--- config.mk ---
export PLATFORM = sky130hd
export DESIGN_NAME = img2col_map_seq
export DESIGN_NICKNAME = d
export VERILOG_FILES = /design/src/rtl/img2col_map_seq.sv
export SDC_FILE = /design/constraint.sdc
export NUM_CORES = 1
export LEC_CHECK = 0
export ABC_AREA = 1
export BUFFER_PORTS_ARGS = -buffer_cell sky130_fd_sc_hd__buf_4
export CAP_MARGIN = 20
export CORE_MARGIN = 5
export CORE_UTILIZATION = 45
export CTS_CLUSTER_SIZE = 40
export DETAILED_ROUTE_END_ITERATION = 10
export GPL_ROUTABILITY_DRIVEN = 0
export GPL_TIMING_DRIVEN = 0
export PLACE_DENSITY = 0.82
export SLEW_MARGIN = 10
export SYNTH_ARGS = -nofsm -noshare
export SYNTH_HDL_FRONTEND = slang
export SYNTH_SLANG_ARGS = --single-unit
--- constraint.sdc ---
create_clock -name clk -period 2.58 [get_ports clk]
set_input_delay 0.645 -clock clk [delete_from_list [all_inputs] [get_ports clk]]
set_output_delay 0.645 -clock clk [all_outputs]
set_load 0.005 [all_outputs]
--- src/rtl/img2col_map_seq.sv ---
// rtl/img2col_map_seq.sv - img2col mapping sequencer: row/PU/address index generator for the PU array
//
// Two phases per mapping: a buffering pre-load of KSIZE-1 image rows spread over
// all PUs, then NUM_ROUNDS rounds.  In each round every PU receives KSIZE addresses
// for the newest row. The sequencer then waits for that PU's done flag before it
// moves on to the next PU.
//
// Ports:
//   clk, nrst    clock, asynchronous active-low reset
//   start        begin mapping (only honoured in IDLE)
//   stop         synchronous abort back to IDLE (highest priority)
//   pu_done      per-PU done level, only the selected PU's bit is looked at
//   busy         high in every non-IDLE state
//   addr_vld     pu_addr/pu_sel/row_sel valid this cycle
//   pu_addr      address within PU, 0..KSIZE-1
//   pu_sel       target PU, 0..NUM_PU-1
//   row_sel      image row being mapped
//   round        current output round, 0..NUM_ROUNDS-1
//   act          one-cycle pulse on the first address of every round
//   map_finish   one-cycle pulse on completion
//   stall_cnt    (only with IMG2COL_MAP_STALL_CNT_EN) saturating count of
//                wait cycles spent with the selected PU not done
//
// Optional feature macro: IMG2COL_MAP_STALL_CNT_EN

module img2col_map_seq #(
  parameter int NUM_PU   = 28,
  parameter int KSIZE    = 5,
  parameter int IMG_ROWS = 28,
  parameter int CW       = 6
) (
  input  logic              clk,
  input  logic              nrst,
  input  logic              start,
  input  logic              stop,
  input  logic [NUM_PU-1:0] pu_done,
  output logic              busy,
  output logic              addr_vld,
  output logic [CW-1:0]     pu_addr,
  output logic [CW-1:0]     pu_sel,
  output logic [CW-1:0]     row_sel,
  output logic [CW-1:0]     round,
  output logic              act,
  output logic              map_finish
`ifdef IMG2COL_MAP_STALL_CNT_EN
  ,
  output logic [31:0]       stall_cnt
`endif
);

  localparam int NUM_ROUNDS = IMG_ROWS - KSIZE + 1;

  localparam logic [CW-1:0] ADDR_LAST    = CW'(KSIZE - 1);
  localparam logic [CW-1:0] PU_LAST      = CW'(NUM_PU - 1);
  localparam logic [CW-1:0] BUF_ROW_LAST = CW'(KSIZE - 2);
  localparam logic [CW-1:0] ROUND_LAST   = CW'(NUM_ROUNDS - 1);
  localparam logic [CW-1:0] W_ROW_FIRST  = CW'(KSIZE - 1);

  typedef enum logic [2:0] {
    IDLE,
    BUFFER,
    W_ADDR,
    W_WAIT,
    DONE
  } state_t;

  state_t          state, state_n;
  logic            busy_n, addr_vld_n, act_n, map_finish_n;
  logic [CW-1:0]   pu_addr_n, pu_sel_n, row_sel_n, round_n;
  logic            sel_done;
  logic            start_acc;

  // Done flag of the currently selected PU; a compare loop keeps the
  // select index width independent of NUM_PU.
  always_comb begin
    sel_done = 1'b0;
    for (int i = 0; i < NUM_PU; i++) begin
      if (pu_sel == CW'(i)) sel_done = pu_done[i];
    end
  end

  assign start_acc = (state == IDLE) && start && !stop;

  always_comb begin
    state_n      = state;
    busy_n       = busy;
    addr_vld_n   = addr_vld;
    pu_addr_n    = pu_addr;
    pu_sel_n     = pu_sel;
    row_sel_n    = row_sel;
    round_n      = round;
    act_n        = 1'b0;
    map_finish_n = 1'b0;

    case (state)
      IDLE: begin
        if (start_acc) begin
          state_n    = BUFFER;
          busy_n     = 1'b1;
          addr_vld_n = 1'b1;
          pu_addr_n  = '0;
          pu_sel_n   = '0;
          row_sel_n  = '0;
          round_n    = '0;
        end
      end

      BUFFER: begin
        if (pu_addr == ADDR_LAST) begin
          pu_addr_n = '0;
          if (pu_sel == PU_LAST) begin
            pu_sel_n = '0;
            if (row_sel == BUF_ROW_LAST) begin
              // Pre-load complete: round 0 maps the first row not yet buffered.
              state_n   = W_ADDR;
              row_sel_n = W_ROW_FIRST;
              round_n   = '0;
              act_n     = 1'b1;
            end else begin
              row_sel_n = row_sel + 1'b1;
            end
          end else begin
            pu_sel_n = pu_sel + 1'b1;
          end
        end else begin
          pu_addr_n = pu_addr + 1'b1;
        end
      end

      W_ADDR: begin
        if (pu_addr == ADDR_LAST) begin
          state_n    = W_WAIT;
          addr_vld_n = 1'b0;
        end else begin
          pu_addr_n = pu_addr + 1'b1;
        end
      end

      W_WAIT: begin
        if (sel_done) begin
          if (pu_sel != PU_LAST) begin
            state_n    = W_ADDR;
            addr_vld_n = 1'b1;
            pu_sel_n   = pu_sel + 1'b1;
            pu_addr_n  = '0;
          end else if (round != ROUND_LAST) begin
            // row_sel tracks round + KSIZE-1, so both advance together.
            state_n    = W_ADDR;
            addr_vld_n = 1'b1;
            round_n    = round + 1'b1;
            row_sel_n  = row_sel + 1'b1;
            pu_sel_n   = '0;
            pu_addr_n  = '0;
            act_n      = 1'b1;
          end else begin
            state_n      = DONE;
            map_finish_n = 1'b1;
          end
        end
      end

      DONE: begin
        state_n    = IDLE;
        busy_n     = 1'b0;
        addr_vld_n = 1'b0;
        pu_addr_n  = '0;
        pu_sel_n   = '0;
        row_sel_n  = '0;
        round_n    = '0;
      end

      default: begin
        state_n    = IDLE;
        busy_n     = 1'b0;
        addr_vld_n = 1'b0;
        pu_addr_n  = '0;
        pu_sel_n   = '0;
        row_sel_n  = '0;
        round_n    = '0;
      end
    endcase

    // Abort overrides every other transition and suppresses map_finish.
    if (stop && (state != IDLE)) begin
      state_n      = IDLE;
      busy_n       = 1'b0;
      addr_vld_n   = 1'b0;
      pu_addr_n    = '0;
      pu_sel_n     = '0;
      row_sel_n    = '0;
      round_n      = '0;
      act_n        = 1'b0;
      map_finish_n = 1'b0;
    end
  end

  always_ff @(posedge clk or negedge nrst) begin
    if (!nrst) begin
      state      <= IDLE;
      busy       <= 1'b0;
      addr_vld   <= 1'b0;
      pu_addr    <= '0;
      pu_sel     <= '0;
      row_sel    <= '0;
      round      <= '0;
      act        <= 1'b0;
      map_finish <= 1'b0;
    end else begin
      state      <= state_n;
      busy       <= busy_n;
      addr_vld   <= addr_vld_n;
      pu_addr    <= pu_addr_n;
      pu_sel     <= pu_sel_n;
      row_sel    <= row_sel_n;
      round      <= round_n;
      act        <= act_n;
      map_finish <= map_finish_n;
    end
  end

`ifdef IMG2COL_MAP_STALL_CNT_EN
  always_ff @(posedge clk or negedge nrst) begin
    if (!nrst) begin
      stall_cnt <= '0;
    end else if (start_acc) begin
      stall_cnt <= '0;
    end else if ((state == W_WAIT) && !sel_done && (stall_cnt != '1)) begin
      stall_cnt <= stall_cnt + 32'd1;
    end
  end
`endif

endmodule

==> results summary, run 1 <==
The share of synthesized area in the top cell type comes to 29.41%. Registers take ~780 um^2. Entering global routing, the biggest net connects 32 pins. In the routed design, unresolved DRC markers number 0. The global-route congestion overflow total came out at 0. The detailed placer's ending HPWL came out at 5599 um. The H-tree generated during clock tree synthesis spans 2 levels. The count of antenna-violating nets left after detailed routing came out at 0.

Leaving out fill and tap cells, the most frequent cells in the layout are 85 x nand2_1, 69 x buf_4, 57 x inv_1. The effective utilization at floorplan is between 40% and 50%. The delay of the slowest critical-path stage is approximately 480 ps. The max-slew violation count was 0. The maximum buffer depth of the clock tree came out at 2. The met3 usage in global routing is around 4.7%.

The number of iterations in the first detailed-routing pass came out at 7. The data arrival time of the worst path is 3220 ps. The largest fanout of any net on the critical path is 6. The global-route usage over all layers came out at ~22%.

In the synthesized netlist, the number of instances is 403. The power per cell area is 727.4 mW/mm^2. The net count of the finished layout is 518. The checks that failed: negative setup slack. The post-synth design cell area came out at around 0.0026 mm^2. The later pin in the worst-skew pair is clocked with a latency of about 290 ps. The net count after synthesis is 443. TritonCTS built the clock tree. The register bit total from synthesis came out at 31. Leaving out fill and tap cells, the most frequent cell in the layout is nand2_1. Setup violations remaining at the end of the flow were counted as 28. A synthesized cell averages roughly 6.5 um^2. The number of top-level pins is 60.

The worst clock skew came out at roughly 1.9 ps. The startpoint kind of the worst setup timing path is a flop. The root buffer cell is clkbuf_8. The critical path endpoint category is a flop. The via density per instance is ~5.5. The via count of the first global-routing pass is about 2900. The number of hold buffers added after CTS was 0. The number of maximum-capacitance violations came out at 0. The top cell type by total area after synthesis is dfrtp_1. Setup repair after global routing could not meet its margin everywhere. At the placement stage, the worst setup path has a slack of -401.2 ps. Among the stages of the critical path, the cell type that occurs most often is nand2_1. In this run the worst hold path is classified as in2async. The total number of vias came out at 3046. The cell row count came out at 27. Across all setup checks in the final design, the least slack found is -464.8 ps. The final count of hold timing violations came out at 0. The proportion of layout cells with a drive suffix above 1 is between 20% and 30%.

The global-route layer with the greatest usage is met2. The area of the core region is ~0.0056 mm^2. The initial antenna violation count came to 0. The proportion of synthesized chip area in sequential cells is between 20% and 30%. The width of the die is 86.56 um. The first global-routing pass estimated 13230 um of wire. The clock transition time at the flip-flop clock pins of the worst setup and hold paths came out at 70 ps. The number of port buffers is 59. The kind of critical path is reg2reg. The shortest clock period the worst path allows after layout came out at ~3000 ps.

The met1 usage in global routing is 26.39%. The peak supply drop came out at ~0.00049 V. The tightest hold path in the finished design has a slack of slightly below 300 ps.

The total clock buffers created by CTS came out at 5. The filler cells instantiated in the layout total slightly below 500. The synthesis-to-finish area growth came out at 33.21%.

The slowest stage of the critical path is the dfrtp_2 cell. The total of warnings raised by yosys is 0. The upper clock frequency limit came out at between 0.3 and 0.4 GHz. The routed wire length came out at ~8000 um.

Counting every sink on the clock net gives 31. At the worst endpoint, the required time is roughly 2800 ps. The transition time of the tightest slew-check pin is 839.5 ps.

The routed length per instance came out at ~15 um. The static leakage is roughly 1.8 nW. The violation count after the first detailed-route iteration came out at 278.

The worst-case headroom to the max-slew limit is 44.03%. The met2 capacity usage during global routing came out at ~38%. The y dimension of the die came out at between 80 and 90 um. In the post-synthesis netlist, the biggest area contributors are dfrtp_1 29%, nand2_1 16%, inv_1 8.8%. The antenna cell count is 0. The distinct cell type count after synthesis is 36.

The flow ran to the end, but the final reports show violations. After layout, the worst path uses 118.0% of the clock period. The die covers approximately 0.0075 mm^2. The design draws 2.556 mW. Cells fill between 60% and 70% of the core in the end. The area of the multi-input gates came out at approximately 0.0017 mm^2.
==> kinds of logic (layout without fill, tap and decap cells) <==
| group | after synthesis | count (layout) | synth area share, % |
|---|---|---|---|
| buffers and inverters | 75 | 151 | 11.86 |
| xor gates and xnor gates | 11 | 11 | 3.653 |
| adders and majority gates | 8 | 8 | 3.795 |
| DFF | 31 | 31 | 29.41 |
| AOI/OAI and AO/OA | 45 | 45 | 10.58 |
| and+or+nand+nor | 233 | 233 | 40.70 |
==> worst max-delay path, delay by kind of cell, from the launching register on <==
| kind | cells | cell delay (ps) |
|---|---|---|
| flops | 1 | 480 |
| buf+inv | 3 | 290 |
| fa+ha+maj | 1 | 180 |
| simple gates | 32 | 2000 |
==> report_power, final <==
group	internal (mW)	total (mW)	switching (mW)
sequential	0.559	0.651	0.0913
clock	0.312	0.510	0.197
combinational	0.493	1.40	0.902
==> synth_stat cells (all sizes together) <==
master   instances
nand3b           3
a21oi           23
a41oi            1
clkbuf           5
xnor2            3
inv             66
buf              4
and3             2
nor4             3
nor3            14
nor2            58
dfrtp           31
a31o             2
nand4           24
nand2          111
o31ai            1
o311ai           1
o41ai            1
ha               8
nand3           18
a211oi           6
o21ai            5
xor2             8
a32oi            1
o21a             1
a2111oi          3
==> area by class of cell <==
| class | instances | area share (%) |
|---|---|---|
| Timing Repair Buffer | 68 | 14.89 |
| Clock buffer | 6 | 2.350 |
| Multi-Input combinational cell | 297 | 47.86 |
| Tap cell | 72 | 2.564 |
| Buffer | 9 | 1.852 |
| Inverter | 66 | 7.336 |
| Clock inverter | 2 | 0.9972 |
| Sequential cell | 31 | 22.15 |
==> metrics by stage <==
step                instance area, um^2  setup TNS (ps)  cells
floorplan                          2669               0    403
global placement                   3202           -8745    534
detailed placement                 3202          -10290    534
CTS                                3478           -9571    552
global route                       3513          -20590    551
finish                             3513          -11520    551
==> sequential cells by signal, indices dropped and copies added (netlist names) <==
register    flops
addr_vld        1
row_sel         6
state           3
act             1
busy            1
pu_addr         6
map_finish      1
round           6
pu_sel          6
==> what timing repair did <==
item | 4_1_cts | 5_1_grt
hold endpoints to repair | 0 | 0
endpoints found under the setup margin | 28 | 28
setup buffers | 9 | 0
gates cloned | 1 | 0
resized for setup | 13 | 25
pin swaps | 16 | 13
==> final timing paths <==
check                      startpoint    endpoint  slack [ps]  cells past startpoint
hold / removal                   nrst  pu_addr[0]         290                      1
setup reg to reg            pu_sel[0]   pu_sel[0]        -460                     36
setup / recovery            pu_sel[0]   pu_sel[0]        -460                     36
min in group clk             state[2]        busy         510                      1
hold reg to reg              state[2]        busy         510                      1
max in group asynchronous        nrst   pu_sel[1]        1960                      1
==> layer usage <==
metal / wire length [um] / share of wire [%]
met3: 593 / 7.4
met2: 3992 / 50
met1: 3268 / 41
met4: 168 / 2.1
met5: 0 / 0
Note: power is estimated with default switching activity, not from simulation.
==> inputs of run 2 (changes only) <==
CORE_UTILIZATION = 34   (was 45)
PLACE_DENSITY = 0.68   (was 0.82)
==> results summary, run 2 (synthesized netlist as in run 1, its figures left out) <==
The net switching component of the power is 1.136 mW (was 1.191 mW). The number of fill cells in the layout is 754 (was 494). The maximum number of pins on one net before global-route repair is 32 (unchanged). The number of port buffers came to 59 (unchanged). The number of maximum-capacitance violations is 0 (unchanged).

The clock tree from TritonCTS was built (unchanged). The number of top-level pins was 60 (unchanged). The worst reg-to-reg path cell count is 11 (was 36). The data required time of the worst path is 2760 ps (about the same). The maximum buffer depth of the clock tree was 2 (unchanged). Traced cell by cell, the critical path runs through inv_1 > nor2_1 > inv_1 > nor2_1 > inv_1 > a21oi_1 > nand2_1 > nor2_1 > nand3_4 > nand2_2 > nand2_2. The setup slack at placement is -375.0 ps (was -401.2 ps).

The first-pass GRT wire length came out at 12810 um (was 13230 um). The power after layout came out at 2.387 mW (was 2.556 mW). The shortest clock period the worst path allows after layout is 3020 ps (was 3045 ps). The clock insertion delay at the later pin of the skew report is 280 ps (was 290 ps). The routed wire length is 7736 um (was 8022 um). The full die area came out at 0.009619 mm^2 (was 0.007493 mm^2). The via density per instance is 4.964 (was 5.528).

Commonest non-fill, non-tap cells in the layout: 92 x nand2_1, 75 x buf_4, 58 x inv_1 (was 85 x nand2_1, 69 x buf_4, 57 x inv_1). The DRC violation count after routing came out at 0 (unchanged). The area of the core region is 0.007647 mm^2 (was 0.005608 mm^2).

Result of the run: finished with violations (unchanged). The critical path endpoint is round[5] (was pu_sel[0]). The max-slew violation count came out at 0 (unchanged). The routed length per instance is 13.18 um (was 14.56 um). The relative contribution of sequential cells to total power is 27.1% (was 25.5%). The area of all placed cells without fillers is 0.003562 mm^2 (was 0.003513 mm^2). The cell with the largest stage delay on the worst path was nor2_1 (was dfrtp_2). The root buffer cell is clkbuf_8 (unchanged).

The clock transition time at the flip-flop clock pins of the worst setup and hold paths is 70 ps (about the same). The post-place instance area is 0.003239 mm^2 (was 0.003202 mm^2). The delay of the slowest critical-path stage is 530 ps (was 480 ps). The internal reg-to-reg setup slack came out at -440 ps (was -460 ps). The launching element of the worst setup path is pu_sel[4] (was pu_sel[0]). Setup repair after global routing missed its margin: true (unchanged). The y dimension of the die came out at 98.08 um (was 86.56 um). The relative contribution of the clock network to total power came out at 15.3% (was 20.0%). The upper clock frequency limit came out at 0.3311 GHz (was 0.3284 GHz).

The total number of clock tree sinks came out at 31 (unchanged). The static leakage is 1.802 nW (was 1.789 nW). The effective utilization at floorplan came out at 34.49% (was 47.03%). The net switching fraction of the power came out at 47.59% (was 46.60%).

The cell row count is 32 (was 27). The peak supply drop is 0.0004444 V (was 0.0004916 V). The data arrival time of the worst path is 3200 ps (was 3220 ps). The maximum level of the CTS H-tree came out at 2 (unchanged). The number of hold buffers added after CTS came to 0 (unchanged).

The final critical-path share of the clock period came out at 117.1% (was 118.0%). The startpoint kind of the worst setup timing path is a flop (unchanged). The final worst slack is -440.5 ps (was -464.8 ps). The critical path endpoint category is a flop (unchanged). The internal power contribution is 1.251 mW (was 1.365 mW). The final standard cell count with taps included and fillers excluded is 587 (was 551). The reg-to-reg critical path endpoint was round[5] (was pu_sel[0]). The count of final setup violators is 28 (unchanged). The global-route congestion overflow total is 0 (unchanged). The initial antenna violation count is 0 (unchanged). The largest fanout of any net on the critical path came out at 7 (was 6). The total number of vias came out at 2914 (was 3046). The class of the worst hold path is in2async (unchanged). Violated checks: negative setup slack (unchanged).

The worst clock skew came out at 5.636 ps (was 1.902 ps). The transition time of the tightest slew-check pin is 795.8 ps (was 839.5 ps). The detailed placer's ending HPWL was 5653 um (was 5599 um).

The commonest non-fill, non-tap cell in the layout is nand2_1 (unchanged). The worst-case headroom to the max-slew limit was 46.95% (was 44.03%). The total placed cells including tap cells came out at 564 (was 534). The worst reg2reg path startpoint was pu_sel[4] (was pu_sel[0]). The final count of hold timing violations came out at 0 (unchanged).

The count of antenna-violating nets left after detailed routing came to 0 (unchanged). The total clock buffers created by CTS is 5 (unchanged). The relative contribution of combinational cells to total power came out at 57.6% (was 54.6%). The synthesis-to-finish area growth is 35.06% (was 33.21%). The number of nets in the layout is 524 (was 518). The proportion of layout cells with a drive suffix above 1 is 27.22% (was 27.97%). The power per cell area is 670.0 mW/mm^2 (was 727.4 mW/mm^2). The violation count after the first detailed-route iteration is 165 (was 278). The global-route usage over all layers is 15.92% (was 21.63%). The kind of critical path is reg2reg (unchanged). The antenna cell count is 0 (unchanged).

The width of the die came out at 98.08 um (was 86.56 um). The via count of the first global-routing pass is 2808 (was 2922). The number of iterations in the first detailed-routing pass came to 5 (was 7).
run 2: cell count changes in the layout (fill, tap and decap cells not counted), moves of 2 or more:
cell / delta
nand3_1: -2
buf_4: +6
nand2_2: -6
nand2_1: +7
nand3_4: +2
clkbuf_1: +2
run 2: per-stage QoR:
step | util, % | hold slack (ps) | TNS [ps]
2_1_floorplan | - | 349.4 | 0
3_3_place_gp | 42.36 | 484.2 | -9004
3_5_place_dp | 42.36 | 483.3 | -9732
4_1_cts | 45.24 | 301.3 | -7619
5_1_grt | 46.58 | 317.1 | -17960
6_report | 46.58 | 288.7 | -7947
run 2: critical path: cells and delay by family (launching register included):
| family | cells | cell delay, ps |
|---|---|---|
| flip-flops | 1 | 460 |
| AND/OR/NAND/NOR | 7 | 1740 |
| buffers and inverters | 3 | 470 |
| AO/OA/AOI/OAI | 1 | 230 |
run 2: per-layer routing:
metal | track usage, % | wire length [um] | up-vias
met1 | 20.32 | 3474 | 1330
met5 | 0 | 0 | -
met2 | 26.70 | 3741 | 93
met4 | 5.005 | 93 | 0
met3 | 3.643 | 426 | 10
li1 | - | - | 1481
run 2: timing repair:
item	in CTS	in global routing
buffers inserted	7	8
resized for setup	13	20
endpoints found under the setup margin	28	28
pin swaps	1	5
cloned	1	0
run 2: final cells by class:
cell class | instances | area [um^2] | share of cell area (%)
inverters | 66 | 257.7 | 7.236
clock inverters | 1 | 5.005 | 0.1405
clock buffers | 7 | 76.32 | 2.143
repair buffers | 74 | 568.0 | 15.95
flip-flops and latches | 31 | 778.2 | 21.85
well taps | 102 | 127.6 | 3.583
multi-input cells | 297 | 1684 | 47.28
plain buffers | 9 | 65.06 | 1.826
run 2: how the worst min path moves through the flow:
stage	start	cells past startpoint	to	slack, ps
4_1_cts	nrst	1	pu_addr[3]	300
6_report	nrst	1	row_sel[1]	290
5_1_grt	nrst	1	pu_addr[2]	320
3_5_place_dp	state[2]	1	busy	480
2_1_floorplan	nrst	0	act	350
3_3_place_gp	state[2]	1	busy	480
run 2: power groups by stage:
stage	Sequential [mW]	Combinational, mW	Clock [mW]
after floorplan	0.635	0.834	0
after global placement	0.642	1.20	0
after detailed placement	0.644	1.21	0
after CTS	0.643	1.29	0.378
after global routing	0.662	1.53	0.402
final	0.646	1.38	0.366
